===== src/rtl/branch_target_buffer.sv =====
// rtl/branch_target_buffer.sv - 4-entry direct-mapped branch target buffer with 2-bit counters
module branch_target_buffer #(
  parameter logic [1:0] ALLOC_STATE = 2'b10
) (
  input  logic        CLK,
  input  logic        RST,
  input  logic [31:0] lookup_pc,
  output logic        btb_taken,
  output logic [31:0] btb_target,
  output logic [1:0]  btb_index,
  input  logic        upd_en,
  input  logic [31:0] upd_pc,
  input  logic        upd_taken,
  input  logic [31:0] upd_target
);

  // Counter encodings: predict taken only when the MSB is set (WT/ST).
  localparam logic [1:0] CTR_SNT = 2'b00;
  localparam logic [1:0] CTR_WNT = 2'b01;
  localparam logic [1:0] CTR_ST  = 2'b11;

  logic [3:0]  valid;
  logic [27:0] tag [4];
  logic [31:0] tgt [4];
  logic [1:0]  ctr [4];

  logic [1:0]  lk_idx;
  logic        lk_hit;
  logic [1:0]  up_idx;
  logic        up_hit;

  // Byte-offset bits of both PCs are never used: instructions are word aligned.
  logic unused_pc_bits;
  assign unused_pc_bits = ^{lookup_pc[1:0], upd_pc[1:0]};

  assign lk_idx = lookup_pc[3:2];
  assign up_idx = upd_pc[3:2];

  // Zero-cycle lookup: reads stored state directly, so an update on this
  // edge only becomes visible to the lookup in the following cycle.
  always_comb begin
    lk_hit     = valid[lk_idx] && (tag[lk_idx] == lookup_pc[31:4]);
    btb_index  = lk_idx;
    btb_taken  = lk_hit && ctr[lk_idx][1];
    btb_target = btb_taken ? tgt[lk_idx] : (lookup_pc + 32'd4);
  end

  // Update-side tag match for the resolved branch.
  always_comb begin
    up_hit = valid[up_idx] && (tag[up_idx] == upd_pc[31:4]);
  end

  // Table state: reset wins over any update on the same edge; hits train the
  // saturating counter, taken misses allocate (evicting any previous owner).
  always_ff @(posedge CLK) begin
    if (RST) begin
      for (int i = 0; i < 4; i++) begin
        valid[i] <= 1'b0;
        tag[i]   <= '0;
        tgt[i]   <= '0;
        ctr[i]   <= CTR_WNT;
      end
    end else if (upd_en) begin
      if (up_hit) begin
        if (upd_taken) begin
          if (ctr[up_idx] != CTR_ST) begin
            ctr[up_idx] <= ctr[up_idx] + 2'd1;
          end
          tgt[up_idx] <= upd_target;
        end else if (ctr[up_idx] != CTR_SNT) begin
          ctr[up_idx] <= ctr[up_idx] - 2'd1;
        end
      end else if (upd_taken) begin
        valid[up_idx] <= 1'b1;
        tag[up_idx]   <= upd_pc[31:4];
        tgt[up_idx]   <= upd_target;
        ctr[up_idx]   <= ALLOC_STATE;
      end
    end
  end

endmodule


===== config.mk =====
export PLATFORM = sky130hd
export DESIGN_NAME = branch_target_buffer
export DESIGN_NICKNAME = d
export VERILOG_FILES = /design/src/rtl/branch_target_buffer.sv
export SDC_FILE = /design/constraint.sdc
export NUM_CORES = 1
export LEC_CHECK = 0
export BUFFER_PORTS_ARGS = -buffer_cell sky130_fd_sc_hd__clkbuf_2
export CAP_MARGIN = 15
export CORE_MARGIN = 1
export CORE_UTILIZATION = 34
export DETAILED_ROUTE_END_ITERATION = 6
export GPL_TIMING_DRIVEN = 0
export SLEW_MARGIN = 40
export SYNTH_ARGS = -nofsm -noshare
export SYNTH_HDL_FRONTEND = slang
export SYNTH_SLANG_ARGS = --single-unit

===== constraint.sdc =====
create_clock -name CLK -period 5.47 [get_ports CLK]
set_input_delay 1.3675 -clock CLK [delete_from_list [all_inputs] [get_ports CLK]]
set_output_delay 1.3675 -clock CLK [all_outputs]
set_load 0.01 [all_outputs]

* Word-level counts from Yosys, hierarchy flattened
Memories as Yosys holds them, arrays and structs flattened.
Cells that the tools add are included.
** Word-level totals
- Flip-flop bits (word level) :: 4
- Logic and storage cells :: 69
- Memories :: 3
- Bits in writable memories :: 248
** Operators by class
- $add $sub $neg :: 3
- Reductions and logical operators :: 9
- Bitwise logic cells :: 5
- $lt $le $gt $ge :: 3
- Mux-type cells :: 42
- Equality and inequality tests :: 3
** Memories
- tgt :: words 4, bits a word 32, read ports 1, clocked after memory_dff 0, write ports 4, RTL line 24 : logic [31:0] tgt [4];
- tag :: words 4, bits a word 28, read ports 2, clocked after memory_dff 0, write ports 4, RTL line 23 : logic [27:0] tag [4];
- ctr :: words 4, bits a word 2, read ports 2, clocked after memory_dff 0, write ports 4, RTL line 25 : logic [1:0] ctr [4];
** Operators by type and width (count)
- $mux W32 :: 3
- $eq A28 B28 Y1 :: 2
- $add A32 B3 Y32 const B :: 1
- $reduce_or A32 Y1 :: 1
- $mux W1 :: 29
- $mux W28 :: 1
- $reduce_or A28 Y1 :: 1
- $mux W2 :: 6
- $lt A2 B3 Y1 const B :: 2
- $bmux W1 S2 :: 2
- $logic_and A1 B1 Y1 :: 4
- $or A4 B4 Y4 :: 1
- $or A1 B1 Y1 :: 3
- $reduce_and A3 Y1 :: 1
- $add A2 B1 Y2 const B :: 1
- $demux W1 S2 :: 1
- $ge A2 B1 Y1 const B :: 1
- $ne A2 B2 Y1 const B :: 1
- $reduce_bool A2 Y1 :: 1
- $reduce_or A2 Y1 :: 1
- $sub A2 B1 Y2 const B :: 1
- $not A1 Y1 :: 1

* Depth between registers and ports, before layout
An unclocked memory read counts as a cell.
- Depth in word-level cells :: 12
- Gate-level depth with buffers :: 12
- Gate-level depth less buffers :: 7

* Worst setup path after synthesis
No wires, ideal clock.
- Kind :: input to register
- Start :: input upd_pc[2]
- End :: memory tgt[0][0] (enable)
- Slack :: 0.137 ns
- Setup time :: 0.466 ns
- Path buffers :: 5
- Stages on the path :: 7
- Arrival :: 4.867 ns
- Data required time :: 5.004 ns
- Path through :: buf_6 buf_2 buf_2 buf_1 or2_2 clkbuf_1 o21ai_0
** RTL lines
- start, declared :: RTL line 12 : input logic [31:0] upd_pc,
- end, declared :: RTL line 24

* Worst setup path after layout
- Start :: input lookup_pc[3]
- End :: output btb_target[2]
** On the way
- Longest elaborated chain between the ends :: 5
- Elaborated cells on any way between the ends :: 9
** Ends and longest elaborated chain
- start, declared :: RTL line 7 : input logic [31:0] lookup_pc,
- $mem_v2 Z4 W28 or $bmux W1 S2 (tied branches)
- $eq A28 B28 Y1 or $mux W1 (tied branches) :: RTL line 42 : lk_hit = valid[lk_idx] && (tag[lk_idx] == lookup_pc[31:4]);
- $logic_and A1 B1 Y1 :: RTL line 42
- $logic_and A1 B1 Y1 :: RTL line 44 : btb_taken = lk_hit && ctr[lk_idx][1];
- $mux W32 * :: RTL line 45 : btb_target = btb_taken ? tgt[lk_idx] : (lookup_pc + 32'd4);
- end, declared :: RTL line 9 : output logic [31:0] btb_target,
Every way passes the cells marked *; elsewhere a longest branch is shown, timed or not. The select of a mux whose other input is x is not followed.

==> qor.tcl <==
set qor(grt_pass1_wl_microns) 59200
set qor(layout.cells.non_filler) 1714
set qor(gp_routability_congestion) 0.955
set qor(pre_cts_ws_ns) -1.46
set qor(cts_buffer_depth) 3
set qor(mappedNetlistArea_sq_um) 13200
set qor(asyncSetResetFlopFracSynth_pct) 0
set qor(die_h_microns) 199
set qor(die_area_sq_um) 39700
set qor(grt_max_degree) 29
set qor(place.detailed.instances) 1660
set qor(worstPathRequired_ns) 4.10
set qor(slew_violations) 0
set qor(start_util_pct) 34.8
set qor(cts_root_buffer) {clkbuf_16}
set qor(first_iter_violations) 1086
set qor(multi_input_comb_area_sq_um) 5380
set qor(timing.max_slew.rel_slack_pct) 49.6
set qor(setup_total_negative_slack_ns) -0.00651
set qor(timing_worst_slew_pin_value_ns) 0.755
set qor(cp.arrival_ns) 4.11
set qor(fillers) 3615
set qor(fp.dieW_microns) 199
set qor(drv.max_cap_violation_count) 0
set qor(cp_max_fo) 10
set qor(h-tree-depth) 1
set qor(area.growth.synth_to_final_pct) 19.7
set qor(hold-worst-slack_ns) 0.500
set qor(tritoncts) {yes}
set qor(synth-edff-count) 248
set qor(power.clock.fraction_pct) 39.0
set qor(synth.yosys.seq_area_share_pct) 56.9
set qor(switching_share_pct) 25.1
set qor(detail_route.first_pass.iterations) 6
set qor(hpwl_microns) 29500
set qor(post-route-drc-count) 0
set qor(hold_viol_final) 0
set qor(wire_per_inst_microns) 23.9
set qor(netlist_instances) 1009
set qor(seq_area_sq_um) 7530
set qor(power.share.sequential_pct) 47.5
set qor(grt_overflow) 0
set qor(path_class) {in2out}
set qor(pwr_density_cell_nw_per_um2) 305
set qor(power.internal_uw) 3620
set qor(cts.reportedPaths.clkPinSlew_ns) 0.07
set qor(placement_rows) 71
set qor(design.final.nets) 1280
set qor(status) {finished, violations left}
set qor(synthFlopType) {edfxtp_1}
set qor(routed_wire_length_microns) 40900
set qor(setup_viol) 1
set qor(core_region_area_sq_um) 38000
set qor(worst_clock_skew_ns) 0.0210
set qor(finalWorstPathRequiredPeriod_ns) 5.48
set qor(all_layer_gr_usage_pct) 20.7
set qor(numClockSinks) 252
set qor(hold_path_class) {reg2reg}
set qor(number_of_antenna_violations_at_the_first_check_in_global_routing) 2
set qor(crit_path_start_kind) {input port}
set qor(failing_checks) {negative setup slack}
set qor(final_layout_size_suffix_gt1_share_pct) 27.4
set qor(via_count_of_the_first_global_routing_pass) 9185
set qor(p_total_uw) 4830
set qor(io_buffers) 129
set qor(synth.yosys.warnings) 0
set qor(vdd_drop_max_mv) 0.196
set qor(io_pins) 135
set qor(routed_via_density) 5.44
set qor(cts_inserted_buffers) 27
set qor(yosys_register_bits) 252
set qor(achievable-frequency_mhz) 183
set qor(routed-via-count) 9324
set qor(power.combinational.fraction_pct) 13.5
set qor(cp-end-kind) {output pin}
set qor(net_switching_component_of_the_power_uw) 1210
set qor(detail-route-antenna-nets) 0
set qor(final.period_utilization_pct) 100
set qor(p_leak_uw) 0.00599
set qor(syn_avg_cell_area_sq_um) 13.1
set qor(layout_setup_ws_ns) -0.00651
set qor(rsz0062_at_grt) {no}
set qor(postSynthNetCount) 1110
set qor(clk_latency_ns) 0.56
set qor(library_cells_used_by_synthesis) 53
-- cell usage in the layout (no fill, tap or decap), types with 4 or more instances in the layout --
cell type	instances
mux2i_1	23
buf_4	11
and3_1	95
buf_6	6
clkbuf_4	4
buf_2	5
and2_1	32
xor2_1	22
clkbuf_1	43
o21ai_4	4
o21ai_0	26
xnor2_1	53
bufinv_16	4
dfxtp_1	4
mux2_2	8
nor2_1	114
mux4_2	78
nand2_1	75
nand2b_1	4
buf_8	8
clkinv_2	6
nand3_1	22
clkbuf_16	27
inv_1	33
clkbuf_2	133
edfxtp_1	248
nand4_1	19
xnor2_2	6
a21oi_1	7
clkinv_1	5
-- worst paths after layout --
kind | depth (start not counted) | startpoint | slack, ns | endpoint
hold / removal | 1 | valid[3] | 0.50 | valid[3]
hold reg to reg | 1 | valid[3] | 0.50 | valid[3]
setup reg to reg | 8 | tag[3][22] | 1.64 | tag[0][15]
setup / recovery | 10 | lookup_pc[3] | -0.007 | btb_target[2]
-- cells in the mapped netlist, types with 4 or more instances --
master | n | area [sq um]
o21ai_0 | 34 | 170
a21oi_1 | 7 | 35.0
and2_1 | 32 | 200
nand4_1 | 19 | 119
nor2_1 | 115 | 432
xnor2_1 | 59 | 517
and3_1 | 96 | 601
nand2b_1 | 4 | 25.0
buf_4 | 5 | 37.5
mux4_2 | 78 | 1760
xor2_1 | 22 | 193
nand2_1 | 75 | 282
mux2i_1 | 23 | 230
buf_2 | 7 | 35.0
dfxtp_1 | 4 | 80.1
buf_6 | 4 | 45.0
inv_1 | 33 | 124
nand3_1 | 22 | 110
edfxtp_1 | 248 | 7450
clkbuf_1 | 54 | 203
mux2_2 | 8 | 90.1
-- sequential cells by signal (all words and copies together), names as in the netlist --
register,flops
tgt,128
ctr,8
tag,112
valid,4
-- per-stage QoR --
stage	utilization, %	instance area, sq um
6_report	41.7	15800
5_1_grt	41.7	15800
4_1_cts	41.5	15800
3_5_place_dp	38.9	14800
3_3_place_gp	38.2	14500
2_1_floorplan	-	13200
-- cells by family after synthesis --
kind of cell    count (synthesis)  share of synthesized area (%)
flops                         252                           56.9
simple gates                  384                           14.6
buf+inv                       105                           3.41
compound gates                 77                           3.94
xor+xnor                       81                           5.36
mux                           109                           15.7
fa+ha+maj                       1                         0.0945
-- cell type report --
type                    count  area share [%]
inverters                  33           0.782
clock buffers              30            4.34
plain buffers              70            2.45
well taps                 511            4.04
flip-flops and latches    252            47.5
repair buffers            143            5.51
multi-input cells         652            34.0
clock inverters            20            1.37
diodes                      3          0.0474
-- power by group through the flow --
| stage | registers, uW | logic [uW] | clock network (uW) |
|---|---|---|---|
| CTS | 2300 | 644 | 1900 |
| global route | 2310 | 689 | 1960 |
| global placement | 2340 | 606 | 0 |
| detailed placement | 2340 | 634 | 0 |
| floorplan | 2320 | 368 | 0 |
| finish | 2300 | 653 | 1880 |
-- critical path, stage by stage --
cell       delay (ns)
clkbuf_2         0.29
clkbuf_4         0.38
mux4_2           0.37
xnor2_1          0.27
nand4_1          0.16
nor4_1           0.36
nand3_1          0.23
a2111oi_2        0.37
a21oi_1          0.12
clkbuf_2         0.17
-- timing repair --
| action | in CTS | in global routing |
|---|---|---|
| resized for setup | 30 | 20 |
| endpoints found under the setup margin | 33 | 24 |
| hold buffers | 0 | 0 |
| buffers inserted | 2 | 1 |
| pin swaps | 2 | 1 |
| hold endpoints to repair | 0 | 0 |
-- metal layers --
| layer | vias to the layer above | share of wire [%] | global-route usage, % |
|---|---|---|---|
| met4 | 0 | 3.0 | 7.24 |
| met2 | 392 | 49 | 34.3 |
| met3 | 76 | 7.2 | 2.50 |
| met5 | - | 0 | 0 |
| li1 | 4135 | - | - |
| met1 | 4721 | 41 | 27.9 |
(Power assumes the default switching activity.)
